## src/rtl/keypad_scanner_pkg.sv

```systemverilog
// Shared constants, row-slot state type and key index helper for the 4x4 keypad scanner.
package keypad_pkg;

  localparam int ROWS = 4;
  localparam int COLS = 4;
  localparam int KEYS = 16;

  localparam logic [KEYS-1:0] KEY_IDLE = 16'hffff;

  // One state per driven row; the state value is the row number.
  typedef enum logic [1:0] {
    SLOT_ROW0 = 2'd0,
    SLOT_ROW1 = 2'd1,
    SLOT_ROW2 = 2'd2,
    SLOT_ROW3 = 2'd3
  } slot_e;

  function automatic logic [3:0] key_index(input logic [1:0] row, input logic [1:0] col);
    return {row, col};
  endfunction

endpackage

```

## src/rtl/keypad_scanner_if.sv

```systemverilog
// Keypad pin and key-report bundle between the scanner (master) and its consumer (slave).
interface keypad_scanner_if;
  import keypad_pkg::*;

  // frame_done and key_valid are single-cycle pulses with no ready: the consumer must
  // accept them on the cycle they are high; key_state and key_code hold between pulses.
  logic [COLS-1:0] col_n;
  logic [ROWS-1:0] row_n;
  logic [KEYS-1:0] key_state;
  logic            frame_done;
  logic            key_valid;
  logic [3:0]      key_code;
  slot_e           slot_dbg;

  modport master (
    input  col_n,
    output row_n, key_state, frame_done, key_valid, key_code, slot_dbg
  );

  modport slave (
    output col_n,
    input  row_n, key_state, frame_done, key_valid, key_code, slot_dbg
  );

endinterface

```

## src/rtl/keypad_scanner_prio_enc.sv

```systemverilog
// Combinational lowest-set-bit encoder over the 16-key vector.
module key_prio_enc
  import keypad_pkg::*;
(
  input  logic [KEYS-1:0] vec,
  output logic [3:0]      idx,
  output logic            any
);

  // Scanning downward lets the lowest set bit overwrite any higher one.
  always_comb begin
    idx = '0;
    any = |vec;
    for (int i = KEYS - 1; i >= 0; i--) begin
      if (vec[i]) idx = 4'(i);
    end
  end

endmodule

```

## src/rtl/keypad_scanner.sv

```systemverilog
// 4x4 matrix keypad scanner: walks one low row per slot, samples the synchronised
// columns mid-slot and publishes an active-low key bitmap once per four-slot frame.
module keypad_scanner
  import keypad_pkg::*;
#(
  parameter int SCAN_DIV  = 49_999,
  parameter int SAMPLE_AT = 25_000
) (
  input  logic              clk,
  input  logic              rst,
  keypad_scanner_if.master  kp
);

  localparam int CNT_W = (SCAN_DIV < 2) ? 1 : $clog2(SCAN_DIV + 1);

  logic [CNT_W-1:0] cnt_q;
  slot_e            slot_q, slot_d;
  logic [COLS-1:0]  col_sync_q1, col_sync_q2;
  logic [ROWS-1:0]  row_n_q;
  logic [KEYS-1:0]  shadow_q, key_state_q;
  logic             frame_done_q, key_valid_q;
  logic [3:0]       key_code_q;

  logic             cnt_wrap, sample_now, frame_end;
  logic [KEYS-1:0]  newly;
  logic [3:0]       newly_idx;
  logic             newly_any;

  assign cnt_wrap   = (cnt_q == CNT_W'(SCAN_DIV));
  assign sample_now = (cnt_q == CNT_W'(SAMPLE_AT));
  assign frame_end  = cnt_wrap && (slot_q == SLOT_ROW3);

  // Released last frame (1) and pressed now (0).
  assign newly = key_state_q & ~shadow_q;

  key_prio_enc u_prio (
    .vec (newly),
    .idx (newly_idx),
    .any (newly_any)
  );

  always_ff @(posedge clk) begin
    if (rst) slot_q <= SLOT_ROW0;
    else     slot_q <= slot_d;
  end

  always_comb begin
    slot_d = slot_q;
    if (cnt_wrap) begin
      case (slot_q)
        SLOT_ROW0: slot_d = SLOT_ROW1;
        SLOT_ROW1: slot_d = SLOT_ROW2;
        SLOT_ROW2: slot_d = SLOT_ROW3;
        SLOT_ROW3: slot_d = SLOT_ROW0;
        default:   slot_d = SLOT_ROW0;
      endcase
    end
  end

  always_ff @(posedge clk) begin
    if (rst) begin
      col_sync_q1  <= 4'hf;
      col_sync_q2  <= 4'hf;
      cnt_q        <= '0;
      row_n_q      <= 4'hf;
      shadow_q     <= KEY_IDLE;
      key_state_q  <= KEY_IDLE;
      frame_done_q <= 1'b0;
      key_valid_q  <= 1'b0;
      key_code_q   <= '0;
    end else begin
      col_sync_q1  <= kp.col_n;
      col_sync_q2  <= col_sync_q1;
      cnt_q        <= cnt_wrap ? '0 : cnt_q + 1'b1;
      // Row drive follows the slot that is current after this edge.
      row_n_q      <= ~(4'b0001 << slot_d);
      if (sample_now) begin
        shadow_q[key_index(slot_q, 2'd0) +: COLS] <= col_sync_q2;
      end
      frame_done_q <= frame_end;
      key_valid_q  <= frame_end && newly_any;
      if (frame_end) begin
        key_state_q <= shadow_q;
        if (newly_any) key_code_q <= newly_idx;
      end
    end
  end

  assign kp.row_n      = row_n_q;
  assign kp.key_state  = key_state_q;
  assign kp.frame_done = frame_done_q;
  assign kp.key_valid  = key_valid_q;
  assign kp.key_code   = key_code_q;
  assign kp.slot_dbg   = slot_q;

endmodule

```

## src/flat_wrapper.sv

```systemverilog
// flat-port wrapper written by rule: the top's interface ports become plain ports
module keypad_scanner_flat import keypad_pkg::*;
#(
  parameter int SCAN_DIV  = 49_999,
  parameter int SAMPLE_AT = 25_000
)
  (clk, rst, kp_col_n, kp_row_n, kp_key_state, kp_frame_done, kp_key_valid, kp_key_code, kp_slot_dbg);
  keypad_scanner_if kp_i ();
  input  logic clk;
  input  logic rst;
  input wire logic [$bits(kp_i.col_n)-1:0] kp_col_n;
  output wire logic [$bits(kp_i.row_n)-1:0] kp_row_n;
  output wire logic [$bits(kp_i.key_state)-1:0] kp_key_state;
  output wire logic [$bits(kp_i.frame_done)-1:0] kp_frame_done;
  output wire logic [$bits(kp_i.key_valid)-1:0] kp_key_valid;
  output wire logic [$bits(kp_i.key_code)-1:0] kp_key_code;
  output wire logic [$bits(kp_i.slot_dbg)-1:0] kp_slot_dbg;
  assign kp_i.col_n = kp_col_n;
  assign kp_row_n = kp_i.row_n;
  assign kp_key_state = kp_i.key_state;
  assign kp_frame_done = kp_i.frame_done;
  assign kp_key_valid = kp_i.key_valid;
  assign kp_key_code = kp_i.key_code;
  assign kp_slot_dbg = kp_i.slot_dbg;
  keypad_scanner #(.SCAN_DIV(SCAN_DIV), .SAMPLE_AT(SAMPLE_AT)) u_core (.clk(clk), .rst(rst), .kp(kp_i));
endmodule
```

## config.mk

```make
export PLATFORM = sky130hd
export DESIGN_NAME = keypad_scanner_flat
export DESIGN_NICKNAME = d
export VERILOG_FILES = /design/src/rtl/keypad_scanner_pkg.sv /design/src/rtl/keypad_scanner_if.sv /design/src/rtl/keypad_scanner_prio_enc.sv /design/src/rtl/keypad_scanner.sv /design/src/flat_wrapper.sv
export SDC_FILE = /design/constraint.sdc
export NUM_CORES = 1
export LEC_CHECK = 0
export BUFFER_PORTS_ARGS = -buffer_cell sky130_fd_sc_hd__buf_2
export CAP_MARGIN = 20
export CORE_UTILIZATION = 55
export CTS_CLUSTER_SIZE = 25
export DETAILED_ROUTE_END_ITERATION = 10
export PLACE_DENSITY_LB_ADDON = 0.1
export SLEW_MARGIN = 25
export SYNTH_ARGS = -nofsm -noshare
export SYNTH_HDL_FRONTEND = slang
export SYNTH_HIERARCHICAL = 1
export SYNTH_SLANG_ARGS = --single-unit
```

## constraint.sdc

```tcl
create_clock -name clk -period 2.2 [get_ports clk]
set_input_delay 0.44 -clock clk [delete_from_list [all_inputs] [get_ports clk]]
set_output_delay 0.44 -clock clk [all_outputs]
set_load 0.05 [all_outputs]
```

==> impl_metrics.toml, run 1 <==
[floorplanning]
std_cell_rows = 27
die_w_um = 77.5
floorplan.io_pins = 34
core_um2 = 5510
initial_utilization = 0.569
die-height_um = 77.5
die-area_um2 = 6000

[synth]
synth.lib_cells_used.distinct = 48
synth-seq-cells = 68
netlist_area_um2 = 3130
syn-num-nets = 359
synthesis.yosys.warnings = 6
ys_seq_area_frac = 0.435
synthesized_instance_count = 344
synth.avg_cell_area_um2 = 9.10

[place]
gp_congestion = 0.853
place.port_buffers = 33
dp_slack_ps = 169
dp_hpwl_um = 4430
place_inst = 438

[clock_tree]
tritoncts = "yes"
clk_latency_worst_skew_pair_ps = 350
cts.sinks = 68
clock_tree.htree_level_count = 3
clock_pin_transition_on_the_worst_setup_and_hold_timing_paths_ps = 80
cts-buffers-inserted = 9
clock_path_buffers = 2
clock-root-buffer = "sky130_fd_sc_hd__clkbuf_8"

[final_layout]
layout_commonest_cell = "sky130_fd_sc_hd__dfxtp_1"
antenna_cells_inserted = 0
area_delta_synth_final_pct = 14.0
ratio_of_cells_with_drive_above_1_in_the_final_layout = 0.196
finish.net_count = 392
layout.cells.most_common_list = "sky130_fd_sc_hd__dfxtp_1, sky130_fd_sc_hd__nor2_1, sky130_fd_sc_hd__buf_2"
fin_cells = 454

[drt]
detail_route.first_pass.iterations = 4
initialDrtViolationCount = 147
totalWireLength_um = 6260
final_antenna_net_count = 0
wirelength_per_cell_um = 13.8
viasPerCell = 5.54
vias = 2514
drt_drc_violations_left = 0

[timing]
hold_viol = 0
post-route-min-period_ps = 2050
report.final.setup_viol = 0
clock_skew_ps = 6.51
setup_repair_after_global_routing_missed_its_margin = "no"
timing.fmax_mhz = 489
totalNegativeSetupSlack_ps = 0
timing_max_transition_violations_final = 0
setup_ws_ps = 155
post-route-period-util = 0.930
worst_slew_pin_slew_ps = 645
slew_headroom = 0.570

[power]
power.static_leakage_nw = 1.32
power-per-cell-area_nw_per_um2 = 664
vdd.ir_drop.worst_uv = 537

[worst_setup_path]
worst_ep_required_time_ps = 2490
path_cells = "inv_1 -> ha_1 -> or4b_2 -> nor4_4 -> a221o_1"
highest_delay_cell_along_the_critical_path = "sky130_fd_sc_hd__or4b_2"
timing.critical_path.arrival_ps = 2340
crit_path_max_fanout = 10
critical_path.startpoint_type = "flip-flop"
critPathKind = "reg -> reg"
cpPeakStageDelay_ps = 660
end_kind = "flip-flop"

[global_routing]
grt_pass1_wl_um = 10500
grt_max_degree = 70
grt_antenna_before_repair = 0
grt.overflow.total = 0
grtUsageTotal = 0.226
vias_in_the_first_global_route = 2180

[min_path]
worstHoldPathType = "in -> reg"

[status]
status = "complete, no violations"

[flow_run]
drv_cap = 0
synth_stat cells (all sizes together):
master	n	area, um^2
o22ai	1	6.26
mux2i	16	160
dfxtp	68	1360
a211o	4	35.0
o21bai	2	15.0
ha	9	113
o21ai	8	40.0
and4b	3	30.0
o31ai	1	7.51
a31oi	2	12.5
xor2	7	61.3
a221o	12	120
nand3b	1	7.51
nand4	12	75.1
or4b	1	10.0
nor2b	16	100
and3	5	31.3
nand2	16	60.1
nor3b	3	22.5
nor4	6	58.8
nor4b	5	65.1
and4bb	1	12.5
nor2	57	216
nand3	13	65.1
o311a	1	10.0
and4	3	26.3
xnor2	6	52.6
or3	4	25.0
and2	2	12.5
nand4b	1	8.76
a21o	2	15.0
clkbuf	8	31.3
nor3	8	45.0
buf	9	65.1
a21oi	10	50.1
nand2b	2	12.5
or2	8	50.1
inv	11	41.3
repair_timing:
action	CTS	global route
setup endpoints to repair	0	3
endpoints found under the hold margin	0	0
gates resized for setup	0	2
hold buffers	0	0
setup buffers	0	0
kinds of logic after synthesis:
family | count (synthesis) | share of synthesized area
AND/OR/NAND/NOR | 167 | 0.298
flip-flops | 68 | 0.435
AO/OA/AOI/OAI | 43 | 0.0995
buffers and inverters | 28 | 0.0439
multiplexers | 16 | 0.0511
XOR/XNOR | 13 | 0.0364
adder cells (fa/ha/maj) | 9 | 0.0360
state kept, by name (all words and copies together) (netlist names), 2 cells and up:
| signal | count |
|---|---|
| u_core/cnt_q | 16 |
| u_core/col_sync_q1 | 4 |
| u_core/col_sync_q2 | 4 |
| u_core/kp.key_code | 4 |
| u_core/kp.key_state | 16 |
| u_core/kp.row_n | 4 |
| u_core/kp.slot_dbg | 2 |
| u_core/shadow_q | 16 |
power breakdown:
| part | internal [mW] | leakage [nW] | total (mW) | switching, mW |
|---|---|---|---|---|
| clock network | 0.564 | 0.0995 | 1.07 | 0.502 |
| registers | 1.24 | 0.553 | 1.25 | 0.0107 |
| logic | 0.0183 | 0.665 | 0.0524 | 0.0341 |
| total | 1.82 | 1.32 | 2.37 | 0.547 |
area by class of cell:
type                            instances  area (um^2)
Multi-Input combinational cell        248         1640
Fill cell                             463         1940
Clock buffer                           10          138
Tap cell                               72         90.1
Timing Repair Buffer                   39          223
Inverter                               11         41.3
Sequential cell                        68         1360
Clock inverter                          6         71.3
per-layer routing:
layer | global-route usage | vias to the layer above | part of all wire
met2 | 0.358 | 46 | 0.48
li1 | - | 1282 | -
met1 | 0.294 | 1175 | 0.47
met4 | 0.102 | 0 | 0.018
met3 | 0.0494 | 11 | 0.033
met5 | 0 | - | 0
stage by stage:
step / cell area (um^2) / total power [mW] / utilization / hold slack (ps)
after floorplan: 3130 / 1.32 / - / 389
after global placement: 3350 / 1.33 / 0.608 / 393
after detailed placement: 3350 / 1.33 / 0.608 / 393
after CTS: 3560 / 2.40 / 0.646 / 261
after global routing: 3570 / 2.47 / 0.648 / 262
final: 3570 / 2.37 / 0.648 / 271
worst paths after layout:
kind	from	to	slack, ps	cells after the start
max	u_core/kp.slot_dbg[0]	u_core/shadow_q[9]	150	5
min	kp_col_n[0]	u_core/col_sync_q1[0]	270	2
max reg2reg	u_core/kp.slot_dbg[0]	u_core/shadow_q[9]	150	5
min reg2reg	u_core/col_sync_q1[2]	u_core/col_sync_q2[2]	410	1
critical path: cells and delay by family, from the launching register on:
family / cells / cell delay [ps]
AOI/OAI and AO/OA: 1 / 190
and+or+nand+nor: 2 / 890
adders and majority gates: 1 / 300
DFF: 1 / 420
buffers and inverters: 1 / 170
(Power assumes the default switching activity.)
==> inputs of run 2 (changes only) <==
clock period = 2.1 ns   (was 2.2 ns; I/O delays follow)
==> run 2 against run 1 <==
Effect of this change: global-route usage down 0.51 points; sequential share of layout area grew 0.41 points; non-clock buffer count grew 1; critical path depth did not move; register-to-register slack worse by 20 ps; core utilization fell by 0.57 points.
==> impl_metrics.toml, run 2 (synthesis results as in run 1) <==
[place]
dp_slack_ps = 152
place.port_buffers = 33
dp_hpwl_um = 4410
gp_congestion = 0.905

[global_routing]
grt_antenna_before_repair = 0
grt.overflow.total = 0
grt_max_degree = 70
grt_pass1_wl_um = 10300
vias_in_the_first_global_route = 2214
grtUsageTotal = 0.221

[timing]
post-route-min-period_ps = 1970
setup_repair_after_global_routing_missed_its_margin = "no"
post-route-period-util = 0.937
setup_ws_ps = 133
slew_headroom = 0.714
totalNegativeSetupSlack_ps = 0
timing_max_transition_violations_final = 0
hold_viol = 0
clock_skew_ps = 10.4
worst_slew_pin_slew_ps = 423
report.final.setup_viol = 0
timing.fmax_mhz = 508

[status]
status = "complete, no violations"

[drt]
vias = 2488
initialDrtViolationCount = 109
totalWireLength_um = 6270
viasPerCell = 5.48
final_antenna_net_count = 0
drt_drc_violations_left = 0
detail_route.first_pass.iterations = 6
wirelength_per_cell_um = 13.8

[final_layout]
layout.cells.most_common_list = "sky130_fd_sc_hd__dfxtp_1, sky130_fd_sc_hd__nor2_1, sky130_fd_sc_hd__buf_2"
antenna_cells_inserted = 0
ratio_of_cells_with_drive_above_1_in_the_final_layout = 0.191
area_delta_synth_final_pct = 13.0
n_fill_cell = 462
finish.net_count = 393
layout_commonest_cell = "sky130_fd_sc_hd__dfxtp_1"
postLayoutCoreUtil = 0.643
combined_area_of_the_multi_input_logic_cells_um2 = 1630
register_area_um2 = 1370

[worst_setup_path]
crit_path_max_fanout = 10
critical_path.startpoint_type = "flip-flop"
critPathKind = "reg -> reg"
worst_r2r_path_depth = 5
end_kind = "flip-flop"
worst_ep_required_time_ps = 2400
r2r_slack_ps = 130
timing.critical_path.arrival_ps = 2260

[floorplanning]
die-area_um2 = 6000
die-height_um = 77.5
die_w_um = 77.5
core_um2 = 5510
floorplan.io_pins = 34
std_cell_rows = 27
initial_utilization = 0.569

[power]
power-per-cell-area_nw_per_um2 = 648
power.static_leakage_nw = 1.31
vdd.ir_drop.worst_uv = 427

[flow_run]
drv_cap = 0

[clock_tree]
clock_path_buffers = 2
cts-buffers-inserted = 9
cts.repair.resized = 0
clock-root-buffer = "sky130_fd_sc_hd__clkbuf_8"
cts.sinks = 68
clock_tree.htree_level_count = 3
hold_buffers = 0
clock_pin_transition_on_the_worst_setup_and_hold_timing_paths_ps = 80
tritoncts = "yes"
postCtsSetupBuffers = 0
clk_latency_worst_skew_pair_ps = 350

[min_path]
worstHoldPathType = "in -> reg"
worst_hold_path.num_cells = 2
[run 2: changes by cell type in the layout (fill, tap and decap cells not counted)]
cell,delta
sky130_fd_sc_hd__nor3b_1,+1
sky130_fd_sc_hd__clkinv_4,+1
sky130_fd_sc_hd__inv_6,-2
sky130_fd_sc_hd__buf_12,+1
sky130_fd_sc_hd__nor4b_1,+1
sky130_fd_sc_hd__dfxtp_2,-1
sky130_fd_sc_hd__dfxtp_4,+1
sky130_fd_sc_hd__clkinv_2,+2
sky130_fd_sc_hd__nor4b_2,-1
sky130_fd_sc_hd__nor3b_2,-1
sky130_fd_sc_hd__clkbuf_8,-1
sky130_fd_sc_hd__bufinv_16,-1
[run 2: power by group]
part           internal [mW]  switching, mW
registers               1.30         0.0107
clock network          0.420          0.503
logic                 0.0219         0.0357
total                   1.74          0.550
[run 2: layout make-up]
type | count | area share
clock buffer | 9 | 0.0350
clock inverter | 6 | 0.0120
inverter | 11 | 0.0117
multi-input combinational | 248 | 0.461
sequential | 68 | 0.386
tap | 72 | 0.0255
timing repair buffer | 40 | 0.0686
[run 2: path summary, 6_finish.rpt]
kind	end	from
min reg2reg	u_core/col_sync_q2[1]	u_core/col_sync_q1[1]
min	u_core/col_sync_q1[0]	kp_col_n[0]
max reg2reg	u_core/shadow_q[10]	u_core/kp.slot_dbg[0]
max	u_core/shadow_q[10]	u_core/kp.slot_dbg[0]
[run 2: routing by layer]
layer / track usage / vias up / wire length [um]
met5: 0 / - / 0
met3: 0.0482 / 15 / 210
met4: 0.149 / 0 / 186
met2: 0.331 / 59 / 2850
met1: 0.283 / 1135 / 3020
li1: - / 1279 / -
[run 2: critical path, stage by stage (launching register included)]
cell                      delay (ps)
sky130_fd_sc_hd__dfxtp_4         400
sky130_fd_sc_hd__inv_1           140
sky130_fd_sc_hd__ha_1            240
sky130_fd_sc_hd__or4b_2          700
sky130_fd_sc_hd__nor4_4          240
sky130_fd_sc_hd__a221o_1         190
[run 2: metrics by stage]
stage | total power [mW] | area (um^2) | hold WS [ps] | instances
2_1_floorplan | 1.38 | 3140 | 389 | 344
3_3_place_gp | 1.40 | 3370 | 392 | 439
3_5_place_dp | 1.40 | 3370 | 394 | 439
4_1_cts | 2.32 | 3540 | 239 | 454
5_1_grt | 2.38 | 3540 | 241 | 454
6_report | 2.29 | 3540 | 253 | 454
==> inputs of run 3 (changes only) <==
--- a/config.mk
+++ b/config.mk
@@ -7,5 +7,6 @@
 export LEC_CHECK = 0
+export ABC_AREA = 1
 export BUFFER_PORTS_ARGS = -buffer_cell sky130_fd_sc_hd__buf_2
 export CAP_MARGIN = 20
-export CORE_UTILIZATION = 55
+export CORE_UTILIZATION = 40
 export CTS_CLUSTER_SIZE = 25
--- a/constraint.sdc
+++ b/constraint.sdc
@@ -3,2 +3,2 @@
 set_output_delay 0.42 -clock clk [all_outputs]
-set_load 0.05 [all_outputs]
+set_load 0.005 [all_outputs]
==> run 3 against run 2 <==
Effect of this change: synthesized area rose by 3.6%; sequential power barely moved; power rose by 11%; worst setup slack improved by 98 ps; combinational power fell by 8.9%; via count rose by 18%; critical path type unchanged; critical endpoint is now u_core/kp.key_code[2]; largest power group unchanged.
==> impl_metrics.toml, run 3 <==
[floorplanning]
die-height_um = 92.1
die-area_um2 = 8480
std_cell_rows = 32
floorplan.io_pins = 34
die_w_um = 92.1
initial_utilization = 0.418
core_um2 = 7770

[drt]
detail_route.first_pass.iterations = 4
drt_drc_violations_left = 0
final_antenna_net_count = 0
viasPerCell = 4.80
vias = 2930
wirelength_per_cell_um = 12.0
totalWireLength_um = 7300
initialDrtViolationCount = 190

[timing]
report.final.setup_viol = 0
clock_skew_ps = 10.6
timing.fmax_mhz = 535
hold_viol = 0
slew_headroom = 0.664
worst_slew_pin_slew_ps = 500
fin_hold_ws_ps = 259
totalNegativeSetupSlack_ps = 0
setup_repair_after_global_routing_missed_its_margin = "no"
post-route-period-util = 0.890
post-route-min-period_ps = 1870
timing_max_transition_violations_final = 0

[synth]
synth_top_cell_by_area = "sky130_fd_sc_hd__dfxtp_1"
netlist_area_um2 = 3250
synth.lib_cells_used.distinct = 33
synthesis.yosys.warnings = 6
synthesized_instance_count = 465
synth-seq-cells = 68
asyncSetResetFlopFracSynth = 0
yosysTopAreaCellShare = 0.419
postSynth.topFlopCell = "sky130_fd_sc_hd__dfxtp_1"
synth.avg_cell_area_um2 = 6.98
ys_seq_area_frac = 0.419
synth_area_leaders = "sky130_fd_sc_hd__dfxtp_1, sky130_fd_sc_hd__nand2_1, sky130_fd_sc_hd__nand3_1"
synth_common_cells = "sky130_fd_sc_hd__nand2_1, sky130_fd_sc_hd__nand3_1, sky130_fd_sc_hd__dfxtp_1, sky130_fd_sc_hd__nor2_1, sky130_fd_sc_hd__inv_1"
syn-num-nets = 480
number_of_synthesized_flops_with_an_enable_pin = 0
most_frequent_cell_after_synthesis = "sky130_fd_sc_hd__nand2_1"

[final_layout]
antenna_cells_inserted = 0
area_delta_synth_final_pct = 14.9
layout.cells.most_common_list = "sky130_fd_sc_hd__nand2_1, sky130_fd_sc_hd__nand3_1, sky130_fd_sc_hd__dfxtp_1"
ratio_of_cells_with_drive_above_1_in_the_final_layout = 0.163
finish.net_count = 518
layout_commonest_cell = "sky130_fd_sc_hd__nand2_1"
postLayoutCoreUtil = 0.480

[clock_tree]
clock_tree.htree_level_count = 3
tritoncts = "yes"
postCtsSetupBuffers = 0
clk_latency_worst_skew_pair_ps = 350
cts.repair.resized = 0
cts-buffers-inserted = 9
clock-root-buffer = "sky130_fd_sc_hd__clkbuf_8"
clock_pin_transition_on_the_worst_setup_and_hold_timing_paths_ps = 80
hold_buffers = 0
clock_path_buffers = 2
cts.sinks = 68

[place]
place.port_buffers = 33
dp_hpwl_um = 5240
gp_congestion = 0.804

[flow_run]
drv_cap = 0

[power]
power.static_leakage_nw = 1.84
power-per-cell-area_nw_per_um2 = 684
vdd.ir_drop.worst_uv = 519
power.total_mw = 2.55

[worst_setup_path]
end_kind = "flip-flop"
critPathKind = "reg -> reg"
crit_path_max_fanout = 8
critical_path.startpoint_type = "flip-flop"
timing.critical_path.arrival_ps = 2110
worst_ep_required_time_ps = 2350

[global_routing]
grt_antenna_before_repair = 0
grt.overflow.total = 0
grt_max_degree = 41
vias_in_the_first_global_route = 2665
grt_pass1_wl_um = 12700
grtUsageTotal = 0.189

[min_path]
worstHoldPathType = "in -> reg"

[status]
status = "complete, no violations"
[run 3: cell count changes in the layout (fill, tap and decap cells not counted), sizes merged, moves of 12 or more]
cell / delta
inv: +52
nand3: +62
a221o: -12
nand2: +93
mux2i: -16
nor2b: -16
[run 3: where the power goes]
group | switching, mW | leakage, nW | internal (mW)
sequential | 0.00790 | 0.552 | 1.30
clock | 0.518 | 0.102 | 0.669
combinational | 0.0330 | 1.19 | 0.0195
total | 0.559 | 1.84 | 1.99
[run 3: critical path, stage by stage (launching register included)]
cell and delay, ps:
sky130_fd_sc_hd__dfxtp_1 360, sky130_fd_sc_hd__nor2_1 70, sky130_fd_sc_hd__or2_1 260, sky130_fd_sc_hd__nor4_1 450, sky130_fd_sc_hd__nand2_1 190, sky130_fd_sc_hd__nand4_2 240
sky130_fd_sc_hd__nand2_1 90, sky130_fd_sc_hd__nand2_1 70, sky130_fd_sc_hd__nor2_1 40
[run 3: metal layers]
metal  global-route usage  share of wire  vias to the layer above
met2                0.277           0.40                       55
met3               0.0522          0.035                       10
met4               0.0664          0.018                        0
met5                    0              0                        -
li1                     -              -                     1547
met1                0.264           0.54                     1318
[run 3: cells by family after synthesis]
kind of cell / after synthesis / synth area share
buffers and inverters: 77 / 0.0952
DFF: 68 / 0.419
and+or+nand+nor: 290 / 0.410
adders and majority gates: 9 / 0.0347
xor gates and xnor gates: 4 / 0.0108
AOI/OAI and AO/OA: 17 / 0.0297
[run 3: path summary, 6_finish.rpt]
check / start / endpoint / slack [ps] / depth (start not counted)
min: kp_col_n[2] / u_core/col_sync_q1[2] / 260 / 2
min reg2reg: u_core/col_sync_q1[1] / u_core/col_sync_q2[1] / 410 / 1
max reg2reg: u_core/shadow_q[14] / u_core/kp.key_code[2] / 230 / 8
max: u_core/shadow_q[14] / u_core/kp.key_code[2] / 230 / 8
[run 3: final cells by class]
class	instances	area [um^2]
inverter	67	253
clock inverter	6	88.8
multi-input combinational	320	1580
clock buffer	10	128
tap	102	128
fill	818	4040
timing repair buffer	37	195
sequential	68	1360
[run 3: metrics by stage]
stage / worst slack, ps / std cells / instance area, um^2
after floorplan: 442 / 465 / 3250
after global placement: 255 / 594 / 3510
after detailed placement: 270 / 594 / 3510
after CTS: 240 / 610 / 3730
after global routing: 15.1 / 610 / 3730
final: 231 / 610 / 3730
